File: src/rtl/mult_seq_ctrl.sv
// Sequencer for a shift-and-add multiplier datapath: load, conditional add, shift x WIDTH.
// Define EARLY_TERM_EN to finish as soon as the datapath multiplier register reaches zero.
module mult_seq_ctrl #(
  parameter int WIDTH = 8,
  parameter int CNT_W = 4
) (
  input  logic             clk,
  input  logic             rst_n,
  input  logic             start,
  input  logic             q0,
  input  logic             mplr_zero,
  output logic             load,
  output logic             add_en,
  output logic             shift_en,
  output logic             busy,
  output logic             done,
  output logic [CNT_W-1:0] iter
);

  if (WIDTH < 2 || (2 ** CNT_W) <= WIDTH) begin : g_param_check
    $error("mult_seq_ctrl: need WIDTH >= 2 and 2**CNT_W > WIDTH");
  end

  typedef enum logic [2:0] {
    IDLE  = 3'd0,
    LOAD  = 3'd1,
    TEST  = 3'd2,
    ADD   = 3'd3,
    SHIFT = 3'd4,
    DONE  = 3'd5
  } state_t;

  localparam logic [CNT_W-1:0] LAST_ITER = CNT_W'(WIDTH - 1);

  state_t state;
  state_t state_nx;

`ifndef EARLY_TERM_EN
  logic unused_mplr_zero;
  assign unused_mplr_zero = mplr_zero;
`endif

  always_comb begin
    state_nx = state;
    case (state)
      IDLE:    if (start) state_nx = LOAD;
      LOAD:    state_nx = TEST;
      TEST: begin
`ifdef EARLY_TERM_EN
        if (mplr_zero)  state_nx = DONE;
        else if (q0)    state_nx = ADD;
        else            state_nx = SHIFT;
`else
        if (q0)         state_nx = ADD;
        else            state_nx = SHIFT;
`endif
      end
      ADD:     state_nx = SHIFT;
      SHIFT:   state_nx = (iter == LAST_ITER) ? DONE : TEST;
      DONE:    if (start) state_nx = LOAD;
      default: state_nx = IDLE;
    endcase
  end

  // Outputs are decoded from the next state and registered, so they line up with the state register.
  always_ff @(posedge clk) begin
    if (!rst_n) begin
      state    <= IDLE;
      iter     <= '0;
      load     <= 1'b0;
      add_en   <= 1'b0;
      shift_en <= 1'b0;
      busy     <= 1'b0;
      done     <= 1'b0;
    end else begin
      state    <= state_nx;
      load     <= (state_nx == LOAD);
      add_en   <= (state_nx == ADD);
      shift_en <= (state_nx == SHIFT);
      busy     <= (state_nx == LOAD) || (state_nx == TEST) ||
                  (state_nx == ADD)  || (state_nx == SHIFT);
      done     <= (state_nx == DONE);
      // Clearing on entry to LOAD makes iter read 0 throughout the LOAD cycle.
      if (state_nx == LOAD)
        iter <= '0;
      else if (state == SHIFT)
        iter <= iter + 1'b1;
    end
  end

endmodule

File: config.mk
export PLATFORM = sky130hd
export DESIGN_NAME = mult_seq_ctrl
export DESIGN_NICKNAME = d
export VERILOG_FILES = /design/src/rtl/mult_seq_ctrl.sv
export SDC_FILE = /design/constraint.sdc
export NUM_CORES = 1
export LEC_CHECK = 0
export ABC_AREA = 1
export CORE_MARGIN = 5
export CORE_UTILIZATION = 40
export DETAILED_ROUTE_END_ITERATION = 16
export PLACE_DENSITY = 0.67
export SKIP_LAST_GASP = 1
export SLEW_MARGIN = 20
export SYNTH_ARGS = -nofsm -noshare
export SYNTH_HDL_FRONTEND = slang
export SYNTH_SLANG_ARGS = --single-unit
File: constraint.sdc
create_clock -name clk -period 1.7 [get_ports clk]
set_clock_uncertainty 0.1 [all_clocks]
set_input_delay 0.34 -clock clk [delete_from_list [all_inputs] [get_ports clk]]
set_output_delay 0.34 -clock clk [all_outputs]
set_load 0.01 [all_outputs]
==> run summary <==
clock slew at the register clock pins of the worst setup and hold paths: 0.07 ns
share of Yosys cell area claimed by the top area cell type: 0.418
routed wire length: 982 um
Reg-to-Reg Start: iter[0]$_SDFFE_PP0N_
power after layout: 780 uW
weighted congestion at the end of routability-driven global placement: 0.717
startpoint kind of the worst setup timing path: flip-flop
worst stage delay on the critical path: 0.56 ns
count of state elements after synthesis: 12
number of antenna violations at the first check in global routing: 0
die height: 47.9 um
count of standard-cell rows: 13
library cell with the largest summed area after synthesis: sky130_fd_sc_hd__dfxtp_1
Core ar.: 0.00133 mm^2
global routing usage summed across all routing layers: 0.112
total congestion overflow: 0
final hold viol count: 0
leakage power of the design: 0.353 nW
worst r2r dst: iter[0]$_SDFFE_PP0N_
CP top delay family: buffers and inverters
layout net count: 99
number of sinks handled by clock tree synthesis: 12
Worst Reg-to-Reg Cells: 8
count of buffers inserted at the top-level ports: 12
startpoint of the lowest-slack hold path: iter[3]$_SDFFE_PP0N_
buffer depth of the longest clock path: 2
half-perimeter wire length after detailed placement: 801 um
remaining number of nets flagged by the antenna check after routing: 0
Boundary Pins: 14
achievable clock frequency: 605 MHz
portion of the post-synthesis area used by sequential elements: 0.418
path class of the lowest-slack min-delay path: flip-flop to flip-flop
clock latency on the worst-skew pair: 0.27 ns
number of distinct library cell variants in the gate-level netlist after synthesis: 18
Inserted Clock Buffers: 3
via density per instance: 4.58
Starting DRT DRC Count: 6
Max Fanout on Critical Path: 4
level count of the clock H-tree: 1
Rel. slew slack: 0.825
via count of the first global-routing pass: 439
cell types with the largest area share after synthesis: sky130_fd_sc_hd__dfxtp_1 (42%), sky130_fd_sc_hd__nand2_1 (12%), sky130_fd_sc_hd__inv_1 (6.5%)
Setup Crit Path Kind: flip-flop to output port
largest net degree at the start of global routing: 9
global-route wire length before repair: 1.70 mm
total buffers and inverters traversed by the critical path: 1
final setup violating endpoints: 0
post-layout min period: 1.65 ns
standard cell with the maximum stage delay on the critical path: sky130_fd_sc_hd__clkdlybuf4s50_1
leading cell type in the layout, fill and taps excluded: sky130_fd_sc_hd__nand2_1
cell count of the worst hold path: 2
Max Transition Viols Final: 0
share of post-route cells with drive strength above 1: 0.207
top library cells by usage in the layout, fill and taps aside: sky130_fd_sc_hd__nand2_1 (19), sky130_fd_sc_hd__dfxtp_1 (12), sky130_fd_sc_hd__clkdlybuf4s50_1 (11)
number of antenna diodes: 0
setup repair after global routing missed its margin: no
detailed-route via count: 490
die outline width: 47.9 um
R2R setup slack: 0.31 ns
clock tree root driver cell: sky130_fd_sc_hd__clkbuf_4
total die area: 0.00229 mm^2
hold buffer count at cts: 0
clock tree from TritonCTS: done
actual transition at the worst max-transition pin: 0.262 ns
Synth Warn #: 0
area grow syn2layout: 31.6%
starting density of the core: 0.431
wire length per cell: 9.18 um
endpoint arrival time on the critical path: 1.21 ns
endpoint kind of the worst setup timing path: output port
run status: finished clean
number of detailed-route iterations in the first pass: 4
required time reported for the critical path endpoint: 1.26 ns
Post-Syn Instances: 75
area of the mapped netlist: 574 um^2
hold worst-path end: iter[3]$_SDFFE_PP0N_
residual DRC count: 0
number of maximum-capacitance violations: 0
Mapped Nets: 81
total power divided by cell area: 1030 mW/mm^2
cells along the critical path: clkdlybuf4s50_1
final worst-path cycle share: 0.972
Avg Cell Area, Syn: 7.66 um^2
worst vdd rail ir drop: 0.484 mV
total negative slack for setup checks: 0 ns
[synthesized netlist by cell type]
library cell,instances
sky130_fd_sc_hd__nor2_2,5
sky130_fd_sc_hd__xnor2_1,1
sky130_fd_sc_hd__nand2_4,2
sky130_fd_sc_hd__nor3_1,1
sky130_fd_sc_hd__or2_1,1
sky130_fd_sc_hd__nand2_2,1
sky130_fd_sc_hd__o211ai_1,1
sky130_fd_sc_hd__nand2_1,19
sky130_fd_sc_hd__nand3_2,1
sky130_fd_sc_hd__nor2_1,7
sky130_fd_sc_hd__nand3_1,4
sky130_fd_sc_hd__nor2_4,3
sky130_fd_sc_hd__a21oi_1,2
sky130_fd_sc_hd__ha_1,1
sky130_fd_sc_hd__inv_1,10
sky130_fd_sc_hd__dfxtp_1,12
sky130_fd_sc_hd__inv_2,2
sky130_fd_sc_hd__xor2_1,2
[registers in the layout, indices dropped and copies added (netlist names)]
register  cells
state         3
add_en        1
done          1
shift_en      1
iter          4
busy          1
load          1
[area by class of cell]
class | count | area [um^2]
fillers | 139 | 578
multi-input cells | 51 | 289
flip-flops and latches | 12 | 240
repair buffers | 13 | 126
inverters | 12 | 45.0
clock buffers | 4 | 36.3
well taps | 15 | 18.8
[worst max-delay path by stage]
stage / startpoint / endpoint / slack [ns] / cells after the start
after floorplan: iter[0]$_SDFFE_PP0N_ / iter[0]$_SDFFE_PP0N_ / 0.33 / 8
after global placement: q0 / iter[0]$_SDFFE_PP0N_ / 0.07 / 7
after detailed placement: q0 / iter[0]$_SDFFE_PP0N_ / 0.04 / 7
after CTS: iter[2]$_SDFFE_PP0N_ / iter[2] / 0.03 / 1
after global routing: iter[1]$_SDFFE_PP0N_ / iter[1] / 0.001 / 1
final: iter[2]$_SDFFE_PP0N_ / iter[2] / 0.05 / 1
[metal layers]
| layer | global-route usage | wire (um) | vias to the layer above | share of wire |
|---|---|---|---|---|
| met5 | 0 | 0 | - | 0 |
| met4 | 0.0645 | 20 | 0 | 0.020 |
| met3 | 0.0564 | 67 | 4 | 0.068 |
| met2 | 0.169 | 460 | 13 | 0.47 |
| met1 | 0.126 | 434 | 212 | 0.44 |
| li1 | - | - | 261 | - |
[cells by family (layout without fill, tap and decap cells)]
family | count (synthesis) | after routing | synth area share
simple gates | 44 | 44 | 0.405
flops | 12 | 12 | 0.418
buf+inv | 12 | 29 | 0.0784
compound gates | 3 | 3 | 0.0305
xor+xnor | 3 | 3 | 0.0458
fa+ha+maj | 1 | 1 | 0.0218
[what timing repair did]
action / CTS / global route
resized for setup: 1 / 0
endpoints found under the hold margin: 0 / 0
setup buffers: 0 / 0
setup endpoints to repair: 1 / 0
[power breakdown]
part	switching (mW)	leakage [nW]	internal [mW]
combinational	0.118	0.235	0.0969
clock	0.0922	0.0210	0.130
sequential	0.0292	0.0978	0.314
[per-stage QoR]
stage	instance area [um^2]	utilization	worst slack, ns	std cells	hold slack (ns)
floorplan	574	-	0.334	75	0.386
global placement	721	0.540	0.0691	103	0.452
detailed placement	721	0.540	0.0406	103	0.458
CTS	756	0.567	0.0278	107	0.475
global route	756	0.567	0.00122	107	0.506
finish	756	0.567	0.0471	107	0.467
Note: power is estimated with default switching activity, not from simulation.
